[src/rtl/sc_microseq.sv]
// sc_microseq: microprogram sequencer with a registered control-store address.
// Optional memory wait state enabled by the macro SC_MICROSEQ_MEMWAIT_EN.
//
// Ports:
//   SC_MICROSEQ_CLOCK_50       in   1   system clock, rising edge
//   SC_MICROSEQ_RESET_InLow    in   1   synchronous active-low reset
//   SC_MICROSEQ_Cond_InBUS     in   3   microword branch condition
//   SC_MICROSEQ_JumpAddr_InBUS in  11   microword jump address
//   SC_MICROSEQ_Flags_InBUS    in   4   PSR flags {n,z,v,c}
//   SC_MICROSEQ_IR_InBUS       in  32   instruction register
//   SC_MICROSEQ_Read_In        in   1   microword memory read
//   SC_MICROSEQ_Write_In       in   1   microword memory write
//   SC_MICROSEQ_MemReady_In    in   1   memory completion strobe
//   SC_MICROSEQ_CSAddr_OutBUS  out 11   control-store address (registered)
//   SC_MICROSEQ_Stall_Out      out  1   address held for memory (registered)
//   SC_MICROSEQ_State_OutBUS   out  2   BOOT=00, RUN=01, WAIT=10
module sc_microseq (
    input  logic        SC_MICROSEQ_CLOCK_50,
    input  logic        SC_MICROSEQ_RESET_InLow,
    input  logic [2:0]  SC_MICROSEQ_Cond_InBUS,
    input  logic [10:0] SC_MICROSEQ_JumpAddr_InBUS,
    input  logic [3:0]  SC_MICROSEQ_Flags_InBUS,
    input  logic [31:0] SC_MICROSEQ_IR_InBUS,
    input  logic        SC_MICROSEQ_Read_In,
    input  logic        SC_MICROSEQ_Write_In,
    input  logic        SC_MICROSEQ_MemReady_In,
    output logic [10:0] SC_MICROSEQ_CSAddr_OutBUS,
    output logic        SC_MICROSEQ_Stall_Out,
    output logic [1:0]  SC_MICROSEQ_State_OutBUS
);

    typedef enum logic [1:0] {
        ST_BOOT = 2'b00,
        ST_RUN  = 2'b01,
        ST_WAIT = 2'b10
    } state_t;

    state_t      state_q;
    state_t      state_d;
    logic [10:0] csai_q;
    logic [10:0] csai_d;
    logic        stall_q;
    logic        stall_d;

    logic [10:0] incr_addr;
    logic [10:0] decode_addr;
    logic [10:0] next_addr;
    logic        taken;
    logic        mem_access;
    logic        stall_cond;
    logic        unused_bits;

    // 11-bit add wraps 2047 -> 0 with no carry kept.
    assign incr_addr   = csai_q + 11'd1;
    assign decode_addr = {1'b1,
                          SC_MICROSEQ_IR_InBUS[31:30],
                          SC_MICROSEQ_IR_InBUS[24:19],
                          2'b00};

    // Read and write together are one access, so a plain OR suffices.
    assign mem_access = SC_MICROSEQ_Read_In | SC_MICROSEQ_Write_In;

`ifdef SC_MICROSEQ_MEMWAIT_EN
    assign stall_cond = mem_access & ~SC_MICROSEQ_MemReady_In;
`else
    // Single-cycle memory: never hold the address.
    assign stall_cond = 1'b0;
`endif

    assign unused_bits = ^{SC_MICROSEQ_IR_InBUS[29:25],
                           SC_MICROSEQ_IR_InBUS[18:14],
                           SC_MICROSEQ_IR_InBUS[12:0],
                           SC_MICROSEQ_MemReady_In,
                           mem_access};

    // Branch condition select.
    always_comb begin
        taken = 1'b0;
        unique case (SC_MICROSEQ_Cond_InBUS)
            3'b000: taken = 1'b0;
            3'b001: taken = SC_MICROSEQ_Flags_InBUS[3];
            3'b010: taken = SC_MICROSEQ_Flags_InBUS[2];
            3'b011: taken = SC_MICROSEQ_Flags_InBUS[1];
            3'b100: taken = SC_MICROSEQ_Flags_InBUS[0];
            3'b101: taken = SC_MICROSEQ_IR_InBUS[13];
            3'b110: taken = 1'b1;
            3'b111: taken = 1'b0;
            default: taken = 1'b0;
        endcase
    end

    always_comb begin
        next_addr = incr_addr;
        if (SC_MICROSEQ_Cond_InBUS == 3'b111) begin
            next_addr = decode_addr;
        end else if (taken) begin
            next_addr = SC_MICROSEQ_JumpAddr_InBUS;
        end
    end

    // Next-state and next-register logic.
    always_comb begin
        state_d = state_q;
        csai_d  = csai_q;
        stall_d = stall_q;
        case (state_q)
            ST_BOOT: begin
                // Address 0 stays up one extra cycle so the MIR fills.
                state_d = ST_RUN;
                csai_d  = 11'd0;
                stall_d = 1'b0;
            end
            ST_RUN: begin
                if (stall_cond) begin
                    state_d = ST_WAIT;
                    stall_d = 1'b1;
                end else begin
                    csai_d  = next_addr;
                    stall_d = 1'b0;
                end
            end
            ST_WAIT: begin
`ifdef SC_MICROSEQ_MEMWAIT_EN
                if (SC_MICROSEQ_MemReady_In) begin
                    state_d = ST_RUN;
                    csai_d  = next_addr;
                    stall_d = 1'b0;
                end
`else
                // Unreachable in this build; recover cleanly.
                state_d = ST_BOOT;
                csai_d  = 11'd0;
                stall_d = 1'b0;
`endif
            end
            default: begin
                state_d = ST_BOOT;
                csai_d  = 11'd0;
                stall_d = 1'b0;
            end
        endcase
    end

    always_ff @(posedge SC_MICROSEQ_CLOCK_50) begin
        if (!SC_MICROSEQ_RESET_InLow) begin
            state_q <= ST_BOOT;
            csai_q  <= 11'd0;
            stall_q <= 1'b0;
        end else begin
            state_q <= state_d;
            csai_q  <= csai_d;
            stall_q <= stall_d;
        end
    end

    assign SC_MICROSEQ_CSAddr_OutBUS = csai_q;
    assign SC_MICROSEQ_Stall_Out     = stall_q;
    assign SC_MICROSEQ_State_OutBUS  = state_q;

endmodule

[config.mk]
export PLATFORM = sky130hd
export DESIGN_NAME = sc_microseq
export DESIGN_NICKNAME = d
export VERILOG_FILES = /design/src/rtl/sc_microseq.sv
export SDC_FILE = /design/constraint.sdc
export NUM_CORES = 1
export LEC_CHECK = 0
export ABC_CLOCK_PERIOD_IN_PS = 2600
export CAP_MARGIN = 20
export CORE_ASPECT_RATIO = 1.25
export CORE_MARGIN = 1
export CORE_UTILIZATION = 35
export CTS_CLUSTER_SIZE = 25
export DETAILED_ROUTE_END_ITERATION = 16
export GPL_TIMING_DRIVEN = 0
export PLACE_DENSITY_LB_ADDON = 0.08
export REMOVE_ABC_BUFFERS = 1
export SYNTH_ARGS = -nofsm -noshare
export SYNTH_HDL_FRONTEND = slang
export SYNTH_SLANG_ARGS = --single-unit
[constraint.sdc]
create_clock -name SC_MICROSEQ_CLOCK_50 -period 2.6 [get_ports SC_MICROSEQ_CLOCK_50]
set_input_delay 0.65 -clock SC_MICROSEQ_CLOCK_50 [delete_from_list [all_inputs] [get_ports SC_MICROSEQ_CLOCK_50]]
set_output_delay 0.65 -clock SC_MICROSEQ_CLOCK_50 [all_outputs]
set_load 0.01 [all_outputs]
# Word-level counts from Yosys, hierarchy flattened

Cells that the tools add are included.

Word-level logic and storage cells: 23
Flip-flop bits (word level): 13
Input port bits: 55
Output and inout bits: 14

Reductions and logical operators: 5
Bitwise operators: 2
Add/subtract/negate cells: 1
Equality and inequality tests: 8
Muxes and demuxes: 4

Operators with widths:

| operator                                      | count |
|---|---|
| two-way mux 11 bit                            | 2 |
| == test 3 bit, second input constant          | 4 |
| adder 11 x 1 -> 11 bit, second input constant | 1 |
| one-hot mux 1 bit (7 select lines)            | 1 |
| == test 3 x 2 -> 1 bit, second input constant | 2 |
| one-hot mux 2 bit (2 select lines)            | 1 |
| == test 3 x 1 -> 1 bit, second input constant | 1 |
| zero test 3 bit                               | 1 |
| OR reduction 3 bit                            | 1 |
| == test 2 x 1 -> 1 bit, second input constant | 1 |
| zero test 2 bit                               | 1 |
| NOT 1 bit                                     | 2 |
| AND reduction 2 bit                           | 1 |
| OR reduction 2 bit                            | 1 |

# Longest topological paths before layout

Gate-level depths: netlist of the first run.

Depth in word-level cells: 5
Mapped depth: 6
Mapped depth without buffers: 5

# Worst setup path before layout of the first run

No wires, ideal clock.

Path kind: input to register
Start point: in SC_MICROSEQ_Cond_InBUS[0]
End point: reg csai_q[2], in the netlist SC_MICROSEQ_CSAddr_OutBUS[2]
Slack: 978 ps
Stages: 5
Arrival: 1527 ps
Data required time: 2505 ps
Setup time: 95 ps
Path buffers: 1
Path through: buf_4 > nor3_2 > a21oi_4 > a311o_1 > o311ai_1

Cells in the longest elaborated chain, start to end: 5
Elaborated cells between the ends (all ways): 12
Those cells by class: 7 x eq/ne; 3 x mux; 2 x reduce/logical

Ends and longest elaborated chain:

| item                                                    | RTL line | text |
|---|---|---|
| start, declared                                         | 20       | `input logic [2:0] SC_MICROSEQ_Cond_InBUS,` |
| == test 3 bit / zero test 3 bit (equally long branches) | 79, 94   |  |
| OR reduction 2 bit (no line)                            | --       |  |
| one-hot mux 1 bit (7 select lines)                      | 79       | `unique case (SC_MICROSEQ_Cond_InBUS)` |
| two-way mux 11 bit                                      | 96       | `end else if (taken) begin` |
| two-way mux 11 bit (*)                                  | 94       | `if (SC_MICROSEQ_Cond_InBUS == 3'b111) begin` |
| end signal, assigned                                    | 151      | `csai_q <= csai_d;` |
| end, declared                                           | 40       | `logic [10:0] csai_q;` |

Every way passes the cells marked *; elsewhere a longest branch is shown, timed or not.
A chain may end at the register's enable or synchronous reset.

# Worst setup path in the final report of the first run

Start point: in SC_MICROSEQ_Cond_InBUS[0]
End point: reg csai_q[4], in the netlist SC_MICROSEQ_CSAddr_OutBUS[4]

Same word-level chain as after synthesis.

==> reports/qor.yml, run 1 <==
placement:
  place_congestion: 0.7935
  dpl_cell_area_mm2: 0.001280
  placedCellCount: 166
  io_buffer_count: 40
  dpl.hpwl_um: 1790
synthesis:
  syn_area_um2: 878.3
  synth_edf_count: 0
  async_reset_ff_share_pct: 0
  ys_seq_elements: 12
  synthCells: 101
  ys_seq_area_share_pct: 27.35
  yosysWarningCount: 0
  syn_avg_cell_area_um2: 8.696
  yosys_most_used_dff: "dfxtp_1"
  ys_types: 36
floorplanning:
  io_pins: 69
  core_mm2: 0.002282
  die_w_um: 46.81
  row_count: 19
  initial_utilization_pct: 38.49
  die-area_mm2: 0.002715
  die_h_um: 58.01
clock_network:
  cts_root_buffer: "clkbuf_4"
  clk_pin_slew_worst_paths_ps: 80
  ctsResizeCount: 0
  clock_latency_ps: 280
  numClockSinks: 12
  cts_hold_buffers: 0
  htree_levels: 1
  post_cts_buffers: 0
  clockBufferDepth: 2
  cts_tree: "built"
  cts-buffers-inserted: 3
setup_path:
  worstPathMaxFanout: 13
  arrival_ps: 2380
  start_kind: "input port"
  crit_required_ps: 2780
  end_kind: "flip-flop"
  worstSetupPathType: "input port to flip-flop"
drt:
  final_antenna_net_count: 0
  wl_um: 2382
  first_pass_iters: 4
  drc: 0
  initialDrtViolationCount: 15
  vias: 951
  viasPerCell: 5.594
  post_drt_wl_per_cell_um: 14.01
global_route:
  grt_overflow: 0
  grt_max_degree: 14
  grt_pass1_wl_um: 3726
  antenna_found_initial: 0
  grt_pass1_vias: 902
  grt_use_total_pct: 18.60
sta:
  fmax_mhz: 453.7
  finalSetupViolCount: 0
  grt_setup_unrepaired: "false"
  finalHoldViolCount: 0
  min_period_over_period_pct: 84.77
  tns_ps: 0
  worst_pin_slew_ps: 610.4
  worst_slew_margin_rel_pct: 59.16
  skew_ps: 1.118
  layout_min_cycle_time_ps: 2204
  slew_viol_final: 0
power_and_ir_drop:
  p_clk_share_pct: 30.5
  combPwrFrac_pct: 28.6
  power.internal_uw: 363.9
  p_seq_share_pct: 40.9
  total_power_uw: 513.4
  powerDensity_mw_per_mm2: 390.1
  netSwitchingFraction_pct: 29.13
  peakVddDrop_mv: 0.2682
  power_switching_uw: 149.6
  leakage_nw: 0.4389
layout:
  layout.nets: 196
  n_antenna_cell: 0
  final_common_cell: "clkdlybuf4s50_1"
  drive_above_1_share_pct: 12.23
  final_cells: 170
  design_area_mm2: 0.001316
  final_cell_mix: "clkdlybuf4s50_1, dfxtp_1, nand2_1"
  syn_to_final_growth_pct: 49.86
  final_util_pct: 57.68
status:
  status: "finished, final reports clean"
flow_run:
  drv_cap: 0
hold_path:
  hold_class: "flip-flop to flip-flop"
-- registers in the layout (all words and copies together) (netlist names) --
name	count
SC_MICROSEQ_CSAddr_OutBUS	11
SC_MICROSEQ_State_OutBUS	1
-- cells by family (layout without fill, tap and decap cells) --
family / after synthesis / count (layout) / synth area share (%)
adders and majority gates: 1 / 1 / 1.424
other: 1 / 2 / 0.4269
and+or+nand+nor: 41 / 41 / 28.63
AOI/OAI and AO/OA: 30 / 30 / 31.34
buffers and inverters: 12 / 49 / 6.837
DFF: 12 / 12 / 27.35
xor gates and xnor gates: 4 / 4 / 3.989
-- worst max-delay path, stage by stage --
cell	delay (ps)
clkdlybuf4s50_1	560
nand3_1	220
nand3_1	420
a311o_1	420
o311ai_1	90
-- worst paths after layout --
check	from	to	slack, ps	cells after the start
hold reg to reg	SC_MICROSEQ_State_OutBUS[0]	SC_MICROSEQ_CSAddr_OutBUS[10]	500	2
setup reg to reg	SC_MICROSEQ_CSAddr_OutBUS[0]	SC_MICROSEQ_CSAddr_OutBUS[6]	1040	5
hold / removal	SC_MICROSEQ_State_OutBUS[0]	SC_MICROSEQ_CSAddr_OutBUS[10]	500	2
setup / recovery	SC_MICROSEQ_Cond_InBUS[0]	SC_MICROSEQ_CSAddr_OutBUS[4]	400	5
-- power groups by stage --
stage	Combinational, mW	Sequential [mW]	Clock [mW]
floorplan	0.0618	0.216	0
global placement	0.145	0.213	0
detailed placement	0.147	0.214	0
CTS	0.148	0.210	0.157
global route	0.159	0.212	0.167
finish	0.147	0.210	0.157
-- stage by stage --
step | hold slack (ps) | setup slack (ps)
after global routing | 512.1 | 264.9
after CTS | 502.8 | 377.6
after floorplan | 508.8 | 1057
final | 501.2 | 396.0
after global placement | 481.8 | 122.2
after detailed placement | 485.1 | 83.66
-- Yosys cell counts (all sizes together) (2+ instances only) --
cell    count  area [um^2]
xor2        2        17.52
nand4       3        33.78
o31ai       6        45.04
dfxtp      12        240.2
xnor2       2        17.52
nor2        2        7.510
inv         5        18.77
nor4        9        62.56
o311ai      3        26.28
nor3        5        35.03
a311o       3        30.03
o31a        2        17.52
nand2      11        41.29
nand3       8        50.05
a21oi       3        30.03
o21a        3        22.52
a311oi      6        58.80
buf         6        37.53
-- routing by layer --
metal	GRT usage (%)	vias up	routed length [um]
li1	-	471	-
met1	23.89	438	1037
met2	32.14	38	1192
met3	2.804	4	130
met4	3.673	0	21
met5	0	-	0
-- cell type report --
cell class	instances	area (um^2)
fill	223	965.9
multi-input combinational	78	581.8
inverter	5	18.77
clock buffer	4	36.28
sequential	12	240.2
tap	31	38.79
timing repair buffer	40	400.4
Power figures use the tool's default switching activity.
==> run 2, diff against run 1 <==
Settings changed: ABC_CLOCK_PERIOD_IN_PS 2600 to 1900, CORE_UTILIZATION 35 to 30.
Clock period 2.6 ns to 1.9 ns, I/O delays scaled along.
==> reports/qor.yml, run 2 (synthesis gave the netlist of run 1 again) <==
placement:
  dpl.hpwl_um: 1826
  io_buffer_count: 40
  place_congestion: 0.8369
clock_network:
  cts_hold_buffers: 0
  post_cts_buffers: 0
  numClockSinks: 12
  clk_pin_slew_worst_paths_ps: 80
  clock_latency_ps: 270
  cts-buffers-inserted: 3
  htree_levels: 1
  clockBufferDepth: 2
  cts_tree: "built"
  cts_root_buffer: "clkbuf_4"
sta:
  slew_viol_final: 0
  skew_ps: 0.5163
  layout_min_cycle_time_ps: 1848
  fmax_mhz: 541.0
  finalHoldViolCount: 0
  finalSetupViolCount: 0
  grt_setup_unrepaired: "false"
  min_period_over_period_pct: 97.28
drt:
  final_antenna_net_count: 0
  wl_um: 2552
  post_drt_wl_per_cell_um: 14.67
  viasPerCell: 5.477
  drc: 0
  vias: 953
  first_pass_iters: 4
  initialDrtViolationCount: 21
setup_path:
  worstPathMaxFanout: 6
  start_kind: "flip-flop"
  worst-path-buf-inv: 1
  r2r_slack_ps: 390
  cpPeakStageDelay_ps: 600
  cp_slowest_cell: "clkdlybuf4s50_1"
  crit_family: "buffers and inverters"
  cp-startpoint: "SC_MICROSEQ_CSAddr_OutBUS[2]"
  end_kind: "output port"
  worstReg2RegStart: "SC_MICROSEQ_CSAddr_OutBUS[0]"
  arrival_ps: 1370
  cp_cell_sequence: "clkdlybuf4s50_1"
  worstSetupPathType: "flip-flop to output port"
  crit_required_ps: 1420
power_and_ir_drop:
  peakVddDrop_mv: 0.3007
  powerDensity_mw_per_mm2: 521.1
  leakage_nw: 0.4550
  total_power_uw: 707.4
hold_path:
  hp-start: "SC_MICROSEQ_State_OutBUS[0]"
  hold_class: "flip-flop to flip-flop"
global_route:
  grt_overflow: 0
  grt_pass1_wl_um: 4050
  grt_use_total_pct: 16.57
  antenna_found_initial: 0
  grt_pass1_vias: 892
  grt_max_degree: 14
status:
  status: "finished, final reports clean"
layout:
  layout.nets: 197
  largest_reg_flops: 11
  drive_above_1_share_pct: 17.14
  syn_to_final_growth_pct: 54.56
  n_antenna_cell: 0
  final_cell_mix: "clkdlybuf4s50_1, dfxtp_1, nand2_1"
  final_util_pct: 49.68
  final_common_cell: "clkdlybuf4s50_1"
floorplanning:
  core_mm2: 0.002733
  initial_utilization_pct: 32.14
  io_pins: 69
  die_h_um: 62.50
  die-area_mm2: 0.003149
  row_count: 21
  die_w_um: 50.40
flow_run:
  drv_cap: 0
-- run 2: report_power, final --
part           total (mW)  internal (mW)  switching (mW)  leakage, nW
Combinational       0.210          0.118          0.0919        0.336
Sequential          0.288          0.266          0.0213       0.0984
Clock               0.209          0.116          0.0931       0.0210
Total               0.707          0.501           0.206        0.455
-- run 2: worst paths after layout --
check / end / cells past startpoint
worst max-delay path: SC_MICROSEQ_CSAddr_OutBUS[2] / 1
worst min-delay path: SC_MICROSEQ_CSAddr_OutBUS[10] / 2
worst max register to register: SC_MICROSEQ_CSAddr_OutBUS[10] / 5
worst min register to register: SC_MICROSEQ_CSAddr_OutBUS[10] / 2
-- run 2: timing repair --
action / CTS / global route
cloned: 0 / 1
endpoints found under the setup margin: 8 / 10
pin swaps: 0 / 1
gates resized for setup: 2 / 5
-- run 2: stage by stage --
step	worst slack [ps]	cell area, um^2	TNS, ps	hold slack, ps	std cells
2_1_floorplan	447.2	840.8	0	502.7	95
3_3_place_gp	-421.4	1284	-3088	483.2	169
3_5_place_dp	-438.1	1284	-3378	490.9	169
4_1_cts	8.157	1328	0	542.0	173
5_1_grt	2.403	1358	0	580.5	174
6_report	51.61	1358	0	544.4	174
-- run 2: cell type report --
type	instances	area, um^2
Tap cell	34	42.54
Sequential cell	12	240.2
Clock buffer	4	36.28
Inverter	5	18.77
Fill cell	289	1375
Timing Repair Buffer	40	402.9
Multi-Input combinational cell	79	616.8
-- run 2: metal layers --
metal	track usage [%]	routed length (um)	share of wire [%]	vias up
met5	0	0	0	-
met4	6.250	27	1.1	0
met3	2.433	138	5.4	2
met2	29.83	1312	51	31
met1	19.09	1073	42	446
li1	-	-	-	474
==> run 3, diff against run 2 <==
Settings changed: PLACE_DENSITY from default to 0.74, PLACE_DENSITY_LB_ADDON 0.08 to default.
==> reports/qor.yml, run 3 (synthesis gave the netlist of run 1 again) <==
setup_path:
  arrival_ps: 2010
  cp_cell_sequence: "clkdlybuf4s50_1, nor2b_2, a21oi_4, nand3_2, a311oi_2"
  cpPeakStageDelay_ps: 510
  crit_required_ps: 2090
  worstSetupPathType: "input port to flip-flop"
  cp_slowest_cell: "clkdlybuf4s50_1"
  end_kind: "flip-flop"
  start_kind: "input port"
  r2r_end: "SC_MICROSEQ_CSAddr_OutBUS[8]"
  r2r_slack_ps: 350
  reg2reg_depth: 5
  worstReg2RegStart: "SC_MICROSEQ_CSAddr_OutBUS[0]"
  worstPathMaxFanout: 10
clock_network:
  cts_hold_buffers: 0
  cts_root_buffer: "clkbuf_4"
  clockBufferDepth: 2
  cts_tree: "built"
  htree_levels: 1
  numClockSinks: 12
  cts-buffers-inserted: 3
  clk_pin_slew_worst_paths_ps: 80
  clock_latency_ps: 270
sta:
  skew_ps: 0.9583
  slew_viol_final: 0
  grt_setup_unrepaired: "false"
  layout_min_cycle_time_ps: 1822
  holdWs_ps: 571.7
  fmax_mhz: 548.9
  finalSetupViolCount: 0
  finalHoldViolCount: 0
  min_period_over_period_pct: 95.88
flow_run:
  drv_cap: 0
drt:
  viasPerCell: 5.607
  post_drt_wl_per_cell_um: 15.18
  first_pass_iters: 4
  vias: 970
  wl_um: 2626
  initialDrtViolationCount: 10
  drc: 0
  final_antenna_net_count: 0
floorplanning:
  row_count: 21
  initial_utilization_pct: 32.14
  die_w_um: 50.40
  die_h_um: 62.50
  die-area_mm2: 0.003149
  io_pins: 69
  core_mm2: 0.002733
hold_path:
  hp-start: "SC_MICROSEQ_CSAddr_OutBUS[0]"
  hold_end: "SC_MICROSEQ_CSAddr_OutBUS[0]"
  hold_class: "flip-flop to flip-flop"
  whs_path_depth: 1
power_and_ir_drop:
  total_power_uw: 704.3
  leakage_nw: 0.4539
  powerDensity_mw_per_mm2: 516.9
  peakVddDrop_mv: 0.2448
layout:
  drive_above_1_share_pct: 17.27
  final_common_cell: "clkdlybuf4s50_1"
  layout.nets: 196
  final_util_pct: 49.86
  syn_to_final_growth_pct: 55.13
  final_cell_mix: "clkdlybuf4s50_1, dfxtp_1, nand2_1"
  largest_reg_flops: 11
  n_antenna_cell: 0
  nFillCells: 296
  final_cells: 173
global_route:
  grt_overflow: 0
  grt_pass1_wl_um: 4436
  grt_pass1_vias: 998
  grt_use_total_pct: 18.06
  antenna_found_initial: 0
  grt_max_degree: 14
placement:
  placedCellCount: 169
  io_buffer_count: 40
  place_congestion: 0.8076
  dpl.hpwl_um: 1889
status:
  status: "finished, final reports clean"
==> run 3: changes by cell type in the layout (fill, tap and decap cells not counted), sizes merged <==
cell,before,now
a21oi,4,3
==> run 3: layer usage <==
layer	routed length (um)	track usage (%)	vias up
li1	-	-	471
met1	1062	19.29	472
met2	1469	33.00	25
met3	67	1.460	2
met4	27	11.11	0
met5	0	0	-
==> run 3: power breakdown <==
| part | switching (mW) | leakage (nW) | internal (mW) |
|---|---|---|---|
| combinational | 0.0944 | 0.334 | 0.118 |
| sequential | 0.0210 | 0.0989 | 0.266 |
| clock | 0.0881 | 0.0210 | 0.116 |
==> run 3: critical path, delay by kind of cell <==
| kind | cells | cell delay [ps] |
|---|---|---|
| compound gates | 2 | 570 |
| buf+inv | 1 | 510 |
| simple gates | 2 | 450 |
==> run 3: worst max path at each step <==
stage | start | to | slack, ps
floorplan | SC_MICROSEQ_CSAddr_OutBUS[0] | SC_MICROSEQ_CSAddr_OutBUS[8] | 450
global placement | SC_MICROSEQ_Cond_InBUS[0] | SC_MICROSEQ_CSAddr_OutBUS[2] | -340
detailed placement | SC_MICROSEQ_Cond_InBUS[0] | SC_MICROSEQ_CSAddr_OutBUS[3] | -420
CTS | SC_MICROSEQ_Cond_InBUS[1] | SC_MICROSEQ_CSAddr_OutBUS[3] | 30
global route | SC_MICROSEQ_Cond_InBUS[1] | SC_MICROSEQ_CSAddr_OutBUS[10] | 5
finish | SC_MICROSEQ_Cond_InBUS[1] | SC_MICROSEQ_CSAddr_OutBUS[10] | 80
==> run 3: metrics by stage <==
| step | instance area (um^2) | setup slack [ps] | TNS [ps] |
|---|---|---|---|
| after floorplan | 840.8 | 447.2 | 0 |
| after global placement | 1284 | -338.2 | -2284 |
| after detailed placement | 1284 | -419.9 | -3185 |
| after CTS | 1328 | 29.12 | 0 |
| after global routing | 1363 | 4.961 | 0 |
| final | 1363 | 78.30 | 0 |
==> run 3: layout make-up <==
cell class | count | area [um^2] | area share, %
flip-flops and latches | 12 | 241.5 | 17.72
clock buffers | 4 | 36.28 | 2.663
multi-input cells | 78 | 620.6 | 45.55
repair buffers | 40 | 402.9 | 29.57
well taps | 34 | 42.54 | 3.122
inverters | 5 | 18.77 | 1.377
==> run 3: timing repair <==
action,CTS,global route
setup buffers,0,0
pin swaps,0,1
gates resized for setup,2,8
endpoints found under the setup margin,4,11
